[src/rtl/cmp_share_arbiter_pkg.sv]
// -----------------------------------------------------------------------------
// cmp_share_pkg
// Shared types and constants for the shared-comparator arbiter:
//   state_e    - sequencer states (IDLE, CMP, RESP)
//   cmp_res_t  - comparator result bundle {ge, le, ne}
//   LED_CNT_W  - width of the completed-transaction counter
// -----------------------------------------------------------------------------
package cmp_share_pkg;

    typedef enum logic [1:0] {
        IDLE = 2'd0,
        CMP  = 2'd1,
        RESP = 2'd2
    } state_e;

    typedef struct packed {
        logic ge;
        logic le;
        logic ne;
    } cmp_res_t;

    localparam int LED_CNT_W = 8;

endpackage : cmp_share_pkg

[src/rtl/cmp_share_arbiter_if.sv]
// -----------------------------------------------------------------------------
// cmp_share_if
// Request/response bus between the requester front-ends and the arbiter.
//   req_valid  [NUM_REQ]        per-requester request, held until req_ready
//   req_a/b    [NUM_REQ*WIDTH]  packed operands, requester i at [i*WIDTH +: WIDTH]
//   req_ready  [NUM_REQ]        one-hot, one-cycle accept pulse
//   resp_valid/resp_ready       result handshake
//   resp_id    [$clog2(NUM_REQ)] index of the served requester
//   resp_ge/le/ne               comparison result for the served pair
// slave  : arbiter side.  master : requester/consumer side.
// -----------------------------------------------------------------------------
interface cmp_share_if #(
    parameter int NUM_REQ = 4,
    parameter int WIDTH   = 2
);
    localparam int ID_W = $clog2(NUM_REQ);

    logic [NUM_REQ-1:0]       req_valid;
    logic [NUM_REQ*WIDTH-1:0] req_a;
    logic [NUM_REQ*WIDTH-1:0] req_b;
    logic [NUM_REQ-1:0]       req_ready;
    logic                     resp_valid;
    logic                     resp_ready;
    logic [ID_W-1:0]          resp_id;
    logic                     resp_ge;
    logic                     resp_le;
    logic                     resp_ne;

    modport slave (
        input  req_valid, req_a, req_b, resp_ready,
        output req_ready, resp_valid, resp_id, resp_ge, resp_le, resp_ne
    );

    modport master (
        output req_valid, req_a, req_b, resp_ready,
        input  req_ready, resp_valid, resp_id, resp_ge, resp_le, resp_ne
    );

endinterface : cmp_share_if

[src/rtl/cmp_share_arbiter_cmp_mag.sv]
// -----------------------------------------------------------------------------
// cmp_mag
// Purely combinational unsigned magnitude comparator.
//   i_a, i_b [WIDTH]  operands
//   o_res   cmp_res_t {ge = a>=b, le = a<=b, ne = a!=b}
// -----------------------------------------------------------------------------
module cmp_mag
    import cmp_share_pkg::*;
#(
    parameter int WIDTH = 2
) (
    input  logic [WIDTH-1:0] i_a,
    input  logic [WIDTH-1:0] i_b,
    output cmp_res_t         o_res
);

    always_comb begin
        o_res    = '0;
        o_res.ge = (i_a >= i_b);
        o_res.le = (i_a <= i_b);
        o_res.ne = (i_a != i_b);
    end

endmodule : cmp_mag

[src/rtl/cmp_share_arbiter.sv]
// -----------------------------------------------------------------------------
// cmp_share_arbiter
// Round-robin arbiter/sequencer sharing one magnitude comparator among
// NUM_REQ requesters. Accepts one operand pair, compares it, returns the
// result to the winner and mirrors the last result on the RGB LEDs.
//   i_clk       system clock, rising edge
//   i_rst_n     asynchronous active-low reset
//   bus         cmp_share_if.slave request/response bus
//   o_red       copy of last ge
//   o_green     copy of last le
//   o_blue      copy of last ne
//   o_done_cnt  completed transactions, wraps at 2^LED_CNT_W
// -----------------------------------------------------------------------------
module cmp_share_arbiter
    import cmp_share_pkg::*;
#(
    parameter int NUM_REQ = 4,
    parameter int WIDTH   = 2
) (
    input  logic                 i_clk,
    input  logic                 i_rst_n,
    cmp_share_if.slave           bus,
    output logic                 o_red,
    output logic                 o_green,
    output logic                 o_blue,
    output logic [LED_CNT_W-1:0] o_done_cnt
);

    localparam int ID_W = $clog2(NUM_REQ);

    state_e                 r_state;
    state_e                 w_next_state;
    logic [ID_W-1:0]        r_rr_ptr;
    logic [ID_W-1:0]        r_id;
    logic [WIDTH-1:0]       r_a;
    logic [WIDTH-1:0]       r_b;
    cmp_res_t               r_res;
    logic [LED_CNT_W-1:0]   r_done_cnt;

    logic                   w_any;
    logic [ID_W-1:0]        w_winner;
    logic [ID_W:0]          w_sum;
    logic [ID_W-1:0]        w_idx;
    logic [ID_W:0]          w_rr_sum;
    logic [ID_W-1:0]        w_rr_next;
    logic                   w_accept;
    logic                   w_handshake;
    cmp_res_t               w_cmp;

    // Round-robin scan: first requester at or above r_rr_ptr, wrapping.
    always_comb begin
        w_any    = 1'b0;
        w_winner = '0;
        w_sum    = '0;
        w_idx    = '0;
        for (int off = 0; off < NUM_REQ; off++) begin
            w_sum = {1'b0, r_rr_ptr} + (ID_W+1)'(off);
            if (w_sum >= (ID_W+1)'(NUM_REQ)) begin
                w_sum = w_sum - (ID_W+1)'(NUM_REQ);
            end
            w_idx = w_sum[ID_W-1:0];
            if (!w_any && bus.req_valid[w_idx]) begin
                w_any    = 1'b1;
                w_winner = w_idx;
            end
        end
    end

    // Pointer moves just past the served requester, modulo NUM_REQ.
    always_comb begin
        w_rr_sum = {1'b0, r_id} + (ID_W+1)'(1);
        if (w_rr_sum >= (ID_W+1)'(NUM_REQ)) begin
            w_rr_sum = '0;
        end
        w_rr_next = w_rr_sum[ID_W-1:0];
    end

    always_comb begin
        w_next_state = r_state;
        w_accept     = 1'b0;
        w_handshake  = 1'b0;
        case (r_state)
            IDLE: begin
                if (w_any) begin
                    w_accept     = 1'b1;
                    w_next_state = CMP;
                end
            end
            CMP: begin
                w_next_state = RESP;
            end
            RESP: begin
                if (bus.resp_ready) begin
                    w_handshake  = 1'b1;
                    w_next_state = IDLE;
                end
            end
            default: begin
                w_next_state = IDLE;
            end
        endcase
    end

    cmp_mag #(
        .WIDTH (WIDTH)
    ) u_cmp_mag (
        .i_a   (r_a),
        .i_b   (r_b),
        .o_res (w_cmp)
    );

    always_ff @(posedge i_clk or negedge i_rst_n) begin
        if (!i_rst_n) begin
            r_state    <= IDLE;
            r_rr_ptr   <= '0;
            r_id       <= '0;
            r_res      <= '0;
            r_done_cnt <= '0;
        end else begin
            r_state <= w_next_state;
            if (w_accept) begin
                r_id <= w_winner;
            end
            if (r_state == CMP) begin
                r_res      <= w_cmp;
                r_done_cnt <= r_done_cnt + LED_CNT_W'(1);
            end
            if (w_handshake) begin
                r_rr_ptr <= w_rr_next;
            end
        end
    end

    // Operands are pure data: captured only on the accept edge, no reset.
    always_ff @(posedge i_clk) begin
        if (w_accept) begin
            r_a <= bus.req_a[int'(w_winner)*WIDTH +: WIDTH];
            r_b <= bus.req_b[int'(w_winner)*WIDTH +: WIDTH];
        end
    end

    // req_ready is combinational, so it is gated by reset to keep it low
    // while rst_n is asserted even if requests are present.
    assign bus.req_ready  = (w_accept && i_rst_n) ? (NUM_REQ'(1) << w_winner) : '0;
    assign bus.resp_valid = (r_state == RESP);
    assign bus.resp_id    = r_id;
    assign bus.resp_ge    = r_res.ge;
    assign bus.resp_le    = r_res.le;
    assign bus.resp_ne    = r_res.ne;
    assign o_red          = r_res.ge;
    assign o_green        = r_res.le;
    assign o_blue         = r_res.ne;
    assign o_done_cnt     = r_done_cnt;

endmodule : cmp_share_arbiter

[src/flat_wrapper.sv]
// flat-port wrapper written by rule: the top's interface ports become plain ports
module cmp_share_arbiter_flat import cmp_share_pkg::*;
#(
    parameter int NUM_REQ = 4,
    parameter int WIDTH   = 2
)
  (i_clk, i_rst_n, o_red, o_green, o_blue, o_done_cnt, bus_req_valid, bus_req_a, bus_req_b, bus_resp_ready, bus_req_ready, bus_resp_valid, bus_resp_id, bus_resp_ge, bus_resp_le, bus_resp_ne);
  cmp_share_if #(.NUM_REQ(NUM_REQ), .WIDTH(WIDTH)) bus_i ();
  input  logic i_clk;
  input  logic i_rst_n;
  output logic o_red;
  output logic o_green;
  output logic o_blue;
  output logic [LED_CNT_W-1:0] o_done_cnt;
  input wire logic [$bits(bus_i.req_valid)-1:0] bus_req_valid;
  input wire logic [$bits(bus_i.req_a)-1:0] bus_req_a;
  input wire logic [$bits(bus_i.req_b)-1:0] bus_req_b;
  input wire logic [$bits(bus_i.resp_ready)-1:0] bus_resp_ready;
  output wire logic [$bits(bus_i.req_ready)-1:0] bus_req_ready;
  output wire logic [$bits(bus_i.resp_valid)-1:0] bus_resp_valid;
  output wire logic [$bits(bus_i.resp_id)-1:0] bus_resp_id;
  output wire logic [$bits(bus_i.resp_ge)-1:0] bus_resp_ge;
  output wire logic [$bits(bus_i.resp_le)-1:0] bus_resp_le;
  output wire logic [$bits(bus_i.resp_ne)-1:0] bus_resp_ne;
  assign bus_i.req_valid = bus_req_valid;
  assign bus_i.req_a = bus_req_a;
  assign bus_i.req_b = bus_req_b;
  assign bus_i.resp_ready = bus_resp_ready;
  assign bus_req_ready = bus_i.req_ready;
  assign bus_resp_valid = bus_i.resp_valid;
  assign bus_resp_id = bus_i.resp_id;
  assign bus_resp_ge = bus_i.resp_ge;
  assign bus_resp_le = bus_i.resp_le;
  assign bus_resp_ne = bus_i.resp_ne;
  cmp_share_arbiter #(.NUM_REQ(NUM_REQ), .WIDTH(WIDTH)) u_core (.i_clk(i_clk), .i_rst_n(i_rst_n), .bus(bus_i), .o_red(o_red), .o_green(o_green), .o_blue(o_blue), .o_done_cnt(o_done_cnt));
endmodule
[config.mk]
export PLATFORM = sky130hd
export DESIGN_NAME = cmp_share_arbiter_flat
export DESIGN_NICKNAME = d
export VERILOG_FILES = /design/src/rtl/cmp_share_arbiter_pkg.sv /design/src/rtl/cmp_share_arbiter_if.sv /design/src/rtl/cmp_share_arbiter_cmp_mag.sv /design/src/rtl/cmp_share_arbiter.sv /design/src/flat_wrapper.sv
export SDC_FILE = /design/constraint.sdc
export NUM_CORES = 1
export LEC_CHECK = 0
export ABC_AREA = 1
export CELL_PAD_IN_SITES_DETAIL_PLACEMENT = 0
export CELL_PAD_IN_SITES_GLOBAL_PLACEMENT = 1
export CORE_MARGIN = 5
export CORE_UTILIZATION = 33
export DETAILED_ROUTE_END_ITERATION = 8
export PLACE_DENSITY_LB_ADDON = 0.05
export SLEW_MARGIN = 10
export SYNTH_ARGS = -nofsm -noshare
export SYNTH_HDL_FRONTEND = slang
export SYNTH_SLANG_ARGS = --single-unit
[constraint.sdc]
create_clock -name i_clk -period 2.3 [get_ports i_clk]
set_input_delay 0.46 -clock i_clk [delete_from_list [all_inputs] [get_ports i_clk]]
set_output_delay 0.46 -clock i_clk [all_outputs]
set_load 0.02 [all_outputs]
==> flow_summary_export.csv, run 1 <==
group,metric,value,unit
worst_setup_path,path_buf_inv,4,
place,routabilityCongestion,0.7975,
timing,rsz0062_at_grt,"yes",
global_route,grt_pass1_vias,1414,
worst_setup_path,worstPathRequired,1840,ps
cells_and_area,drive_above_1_share,33.60,%
worst_setup_path,start_kind,"flop",
floorplanning,dieWidth,75.08,um
detailed_routing,wirelength,3547,um
clock_network,cts_tree,"built",
global_route,grt_max_degree,17,
worst_setup_path,crit_family,"simple AND/OR/NAND/NOR gates",
clock_network,htree_levels,1,
pwr,swShare,48.11,%
global_route,grt_pass1_wl,6113,um
clock_network,clock_latency,260,ps
floorplanning,dieHeight,75.08,um
cells_and_area,nFillCells,363,
pwr,power_density,1683,nW/um^2
pwr,clock_power_share,6.1,%
yosys,synth_top_area_share,30.44,%
yosys,synth_seq_cells,21,
yosys,synth_warnings,0,
min_path,hp-class,"in2async",
clock_network,clockRootBuffer,"clkbuf_8",
worst_setup_path,crit_slowest_cell,"dfrtp_2",
cells_and_area,multi_input_area,937.1,um^2
yosys,synthDistinctLibCells,28,
floorplanning,ios,44,
timing,drv_slew,0,
worst_setup_path,crit_start,"u_core.r_rr_ptr[0]",
place,dp_hpwl,2698,um
worst_setup_path,path_class,"reg2out",
yosys,synth_edf_count,4,
status,status,"finished, violations left",
detailed_routing,avgViaCountPerCell,4.597,
timing,max_freq,0.4136,GHz
floorplanning,die_area,5636,um^2
global_route,grt_overflow,0,
yosys,syn_area,1398,um^2
detailed_routing,vias,1393,
cells_and_area,antennaDiodeCount,0,
cells_and_area,final_area,2311,um^2
pwr,p_leak,1.137,nW
yosys,synthTopCellsByArea,"dfrtp_1, nand2_1, edfxtp_1",
timing,clock_skew,1.775,ps
place,post-place-ws,-709.8,ps
clock_network,clock_path_buffers,2,
detailed_routing,wl_per_cell,11.71,um
floorplanning,rows,23,
cells_and_area,area_growth,65.35,%
place,portBuffers,43,
detailed_routing,drtAntennaViolNets,0,
timing,fin_ws,-118.0,ps
timing,max_slew.worst_pin.slew,461.4,ps
yosys,synthesis.nets,213,
yosys,synth_commonest_cells,"nand2_1, dfrtp_1, inv_1, nand3_1, nor2_1",
clock_network,cts_buffers,3,
cells_and_area,seqCellArea,548.0,um^2
yosys,ys_seq_area_share,39.03,%
pwr,combinationalPowerShare,74.4,%
status,violations,"negative setup slack",
yosys,async_flop_share,80.95,%
worst_setup_path,cp.arrival,1960,ps
worst_setup_path,cp_common_cell,"buf_6",
detailed_routing,drt_first_pass_iters,4,
yosys,yosysTopAreaCell,"dfrtp_1",
pwr,vdd_drop_max,740.8,uV
yosys,synth_ff_type,"dfrtp_1",
worst_setup_path,worstPathCellList,"buf_6, nand2_4, nand3_2, nand2_4, buf_6, a21oi_2, nand2_2, nand2_8, inv_4, nor3_4, buf_6",
worst_setup_path,critPathMaxFanout,7,
worst_setup_path,cpPeakStageDelay,500,ps
place,dpl_cell_area,1962,um^2
floorplanning,core,4058,um^2
flow_run,drv_cap,0,
clock_network,clk_pin_slew,70,ps
yosys,syn_area_per_cell,7.514,um^2
timing,period_minus_slack,2418,ps
floorplanning,initial_core_util,34.44,%
timing,finalHoldViolCount,0,
pwr,seqPwrFrac,19.5,%
global_route,track_usage,13.90,%
timing,setup_viol,4,
worst_setup_path,critPathCaptureType,"output port",
detailed_routing,drc_errors,0,
worst_setup_path,r2r-start,"u_core.r_rr_ptr[0]",
yosys,yosysMostFrequentCell,"nand2_1",
clock_network,clock_sinks,21,
timing,period_share,105.1,%
pwr,p_int,0.002018,W
timing,slew_headroom,68.95,%
global_route,antenna_found_initial,0,
yosys,postSynthCellCount,186,
pwr,p_sw,0.001871,W
cells_and_area,finalNetCount,281,
detailed_routing,drt_iter0_drc,33,
per-layer routing:
metal  global-route usage [%]  vias to the layer above  wire, um  part of all wire, %
met2                    24.18                       40      1764                   50
met3                    1.736                        7       210                  5.9
met1                    16.78                      633      1479                   42
li1                         -                      713         -                    -
met5                        0                        -         0                    0
met4                    6.917                        0        93                  2.6
path summary, 6_finish.rpt:
path	to	slack, ps	cells after the start
setup / recovery	bus_req_ready[2]	-120	11
hold / removal	u_core.bus.resp_id[1]	420	1
setup reg to reg	u_core.r_a[0]	270	15
hold reg to reg	u_core.o_done_cnt[7]	480	1
max in group asynchronous	u_core.r_rr_ptr[0]	1390	2
min in group i_clk	u_core.o_done_cnt[7]	480	1
area by class of cell:
class	instances	share of cell area, %
clock buffers	3	1.787
clock inverters	1	0.2166
inverters	21	3.952
multi-input cells	139	40.55
flip-flops and latches	21	23.71
well taps	50	2.707
repair buffers	68	27.07
flip-flops by register name, indices dropped and copies added, names as in the netlist:
register            flops
u_core.o_done_cnt       8
u_core.bus.resp_id      2
u_core.r_a              2
u_core.r_b              2
u_core.r_rr_ptr         2
u_core.r_state          2
u_core.bus.resp_ge      1
u_core.bus.resp_le      1
u_core.bus.resp_ne      1
repair_timing:
action | 4_1_cts | 5_1_grt
pin swaps | 20 | 19
hold buffers | 0 | 0
setup endpoints to repair | 4 | 4
gates resized for setup | 53 | 36
setup buffers | 7 | 2
cells in the final DEF, fill, tap and decap left out, types with 3 or more instances in the layout:
master           instances
buf_4                   23
buf_6                    6
clkbuf_8                 3
clkdlybuf4s50_1         35
dfrtp_1                 15
dlygate4sd2_1            4
edfxtp_1                 4
ha_1                     4
inv_1                   14
inv_2                    4
nand2_1                 58
nand2_2                  8
nand2_4                 17
nand3_1                  9
nand3_2                  3
nand3_4                  3
nor2_1                   7
nor2_4                   3
nor3_4                   3
o21ai_0                  3
xnor2_1                  3
xor2_1                   3
worst register-to-register path, cell delays in order (launching register included):
cell,delay [ps]
dfrtp_2,500
buf_6,170
nand2_1,60
nand2_1,60
nand2_2,70
nand2_2,60
nor2_4,150
nand3_4,110
nand2_4,100
nand2_8,70
buf_4,130
buf_4,120
nand2_1,50
nand2_1,50
nand2_1,50
nand2_1,40
logic make-up after synthesis:
| logic type | after synthesis | share of synthesized area [%] |
|---|---|---|
| adders and majority gates | 4 | 3.581 |
| DFF | 21 | 39.03 |
| buffers and inverters | 26 | 9.131 |
| AOI/OAI and AO/OA | 10 | 4.118 |
| xor gates and xnor gates | 6 | 3.761 |
| and+or+nand+nor | 119 | 40.38 |
power groups by stage:
| stage | clock network [W] | registers (W) | logic [W] |
|---|---|---|---|
| after floorplan | 0 | 0.000821 | 0.00139 |
| after global placement | 0 | 0.000731 | 0.00222 |
| after detailed placement | 0 | 0.000743 | 0.00224 |
| after CTS | 0.000246 | 0.000747 | 0.00252 |
| after global routing | 0.000259 | 0.000788 | 0.00323 |
| final | 0.000237 | 0.000757 | 0.00289 |
through the flow:
stage          total power (W)  utilization (%)  cells  hold slack, ps  setup TNS [ps]
6_report              0.003888            56.95    303           421.4          -439.9
5_1_grt               0.004277            56.95    303           419.3          -853.0
4_1_cts               0.003517            52.54    301           422.0          -235.5
3_5_place_dp          0.002983            48.35    290           465.9           -2751
3_3_place_gp          0.002947            48.35    290           459.7           -2588
2_1_floorplan         0.002208                -    186           164.4               0
(Power assumes the default switching activity.)
==> run 2, diff against run 1 <==
--- a/config.mk
+++ b/config.mk
@@ -11,4 +11,5 @@
 export CORE_MARGIN = 5
 export CORE_UTILIZATION = 33
+export CTS_CLUSTER_SIZE = 40
 export DETAILED_ROUTE_END_ITERATION = 8
 export PLACE_DENSITY_LB_ADDON = 0.05
==> constraint.sdc (replaced) <==
create_clock -name i_clk -period 2.3 [get_ports i_clk]
set_input_delay 0.46 -clock i_clk [delete_from_list [all_inputs] [get_ports i_clk]]
set_output_delay 0.46 -clock i_clk [all_outputs]
set_load 0.01 [all_outputs]
==> run 2 against run 1 <==
The run still ends with negative setup slack left. Register-to-register slack barely moved. Total power fell by 12%. Via count fell by 0.72%. Combinational power fell by 15%. Final cell count fell by 0.66%. Sequential share of layout area rose by 1.7 points. Flip-flop and latch count did not move. Critical path depth did not move. Clock skew barely moved. Global-route usage rose by 0.22 points.
==> flow_summary_export.csv, run 2 (synthesis results as in run 1) <==
group,metric,value,unit
status,status,"finished, violations left",
status,violations,"negative setup slack",
timing,period_share,104.8,%
global_route,grt_pass1_wl,6196,um
cells_and_area,largest_reg_flops,8,
timing,finalHoldViolCount,0,
timing,max_slew.worst_pin.slew,464.0,ps
clock_network,cts_tree,"built",
timing,slew_headroom,68.78,%
floorplanning,core,4058,um^2
global_route,track_usage,14.12,%
worst_setup_path,rr_endpoint,"u_core.r_a[1]",
clock_network,clk_pin_slew,70,ps
worst_setup_path,critPathCaptureType,"output port",
clock_network,clock_path_buffers,2,
detailed_routing,drtAntennaViolNets,0,
pwr,p_leak,1.069,nW
detailed_routing,wl_per_cell,11.36,um
cells_and_area,antennaDiodeCount,0,
global_route,antenna_found_initial,0,
detailed_routing,drt_iter0_drc,33,
floorplanning,dieHeight,75.08,um
cells_and_area,finalNetCount,279,
timing,max_freq,0.4149,GHz
worst_setup_path,r2r-start,"u_core.r_rr_ptr[0]",
pwr,clock_power_share,6.9,%
detailed_routing,vias,1383,
cells_and_area,final_area,2157,um^2
pwr,swShare,45.63,%
timing,setup_viol,4,
cells_and_area,area_growth,54.34,%
place,dp_hpwl,2698,um
cells_and_area,layout_commonest_cell,"nand2_1",
timing,fin_ws,-110.4,ps
clock_network,htree_levels,1,
worst_setup_path,r2r_slack,270,ps
floorplanning,dieWidth,75.08,um
worst_setup_path,start_kind,"flop",
timing,finalSetupTns,-363.3,ps
timing,period_minus_slack,2410,ps
cells_and_area,final_cell_mix,"nand2_1, clkdlybuf4s50_1, buf_4",
flow_run,drv_cap,0,
pwr,vdd_drop_max,698.3,uV
timing,drv_slew,0,
clock_network,clock_latency,260,ps
floorplanning,die_area,5636,um^2
clock_network,cts_hold_buf,0,
detailed_routing,wirelength,3419,um
worst_setup_path,cp.arrival,1950,ps
place,routabilityCongestion,0.7975,
worst_setup_path,rr_worst_depth,14,
cells_and_area,nFillCells,376,
worst_setup_path,path_class,"reg2out",
pwr,power_density,1593,nW/um^2
pwr,p_int,0.001868,W
clock_network,cts_buffers,3,
timing,rsz0062_at_grt,"yes",
pwr,seqPwrFrac,21.8,%
global_route,grt_max_degree,17,
global_route,grt_pass1_vias,1445,
pwr,p_sw,0.001568,W
place,dpl_cell_area,1962,um^2
global_route,grt_overflow,0,
min_path,hp-class,"in2async",
cells_and_area,drive_above_1_share,30.28,%
place,post-place-ws,-641.9,ps
floorplanning,rows,23,
detailed_routing,drc_errors,0,
worst_setup_path,critPathMaxFanout,8,
timing,finalHoldWorstSlack,421.6,ps
pwr,combinationalPowerShare,71.3,%
worst_setup_path,worstPathRequired,1840,ps
floorplanning,ios,44,
detailed_routing,drt_first_pass_iters,4,
detailed_routing,avgViaCountPerCell,4.595,
timing,clock_skew,1.645,ps
floorplanning,initial_core_util,34.44,%
place,portBuffers,43,
clock_network,clock_sinks,21,
clock_network,clockRootBuffer,"clkbuf_8",
## run 2: cell count changes in the layout (fill, tap and decap cells not counted), sizes merged
cell,change
buf,-2
clkinv,+1
inv,-1
## run 2: worst max path at each step
stage,end,cells after the start,slack [ps],from
3_3_place_gp,bus_req_ready[1],11,-600,bus_req_valid[1]
3_5_place_dp,bus_req_ready[0],11,-640,bus_req_valid[1]
4_1_cts,bus_req_ready[3],10,-40,u_core.r_rr_ptr[0]
6_report,bus_req_ready[2],11,-110,u_core.r_rr_ptr[0]
2_1_floorplan,bus_req_ready[0],9,250,u_core.r_rr_ptr[0]
5_1_grt,bus_req_ready[3],11,-250,u_core.r_rr_ptr[0]
## run 2: cell type report
class,count,area [um^2],share of cell area [%]
inverters,21,83.83,3.886
clock inverters,1,5.005,0.2320
multi-input cells,139,830.8,38.52
clock buffers,3,41.29,1.914
repair buffers,66,585.6,27.15
flip-flops and latches,21,548.0,25.41
well taps,50,62.56,2.900
## run 2: power by group through the flow
stage                     sequential [W]  combinational [W]  clock, W
after floorplan                 0.000754            0.00134         0
after global placement          0.000731            0.00210         0
after detailed placement        0.000743            0.00213         0
after CTS                       0.000747            0.00242  0.000246
after global routing            0.000780            0.00279  0.000259
final                           0.000750            0.00245  0.000237
## run 2: metal layers
| layer | global-route usage (%) | vias to the layer above | part of all wire [%] |
|---|---|---|---|
| met5 | 0 | - | 0 |
| met4 | 7.312 | 0 | 2.6 |
| met3 | 1.736 | 9 | 5.8 |
| met2 | 24.47 | 42 | 50 |
| met1 | 17.02 | 623 | 42 |
| li1 | - | 709 | - |
## run 2: repair_timing
action	in CTS	in global routing
resized for setup	49	8
pin swaps	14	1
buffers inserted	7	0
setup endpoints to repair	4	4
## run 2: per-stage QoR
| step | std cells | power (W) | utilization [%] |
|---|---|---|---|
| 2_1_floorplan | 186 | 0.002097 | - |
| 3_3_place_gp | 290 | 0.002836 | 48.35 |
| 3_5_place_dp | 290 | 0.002871 | 48.35 |
| 4_1_cts | 301 | 0.003414 | 52.51 |
| 5_1_grt | 301 | 0.003826 | 53.16 |
| 6_report | 301 | 0.003436 | 53.16 |
## run 2: worst max-delay path: stages, from the launching register on
cell	delay [ps]
dfrtp_2	480
clkinv_4	140
nand2_2	90
nand2_2	60
nand2_2	100
nand2_2	70
nor2_4	120
nand3_4	110
nor2_4	130
nor2_4	60
nor3_2	160
buf_2	150
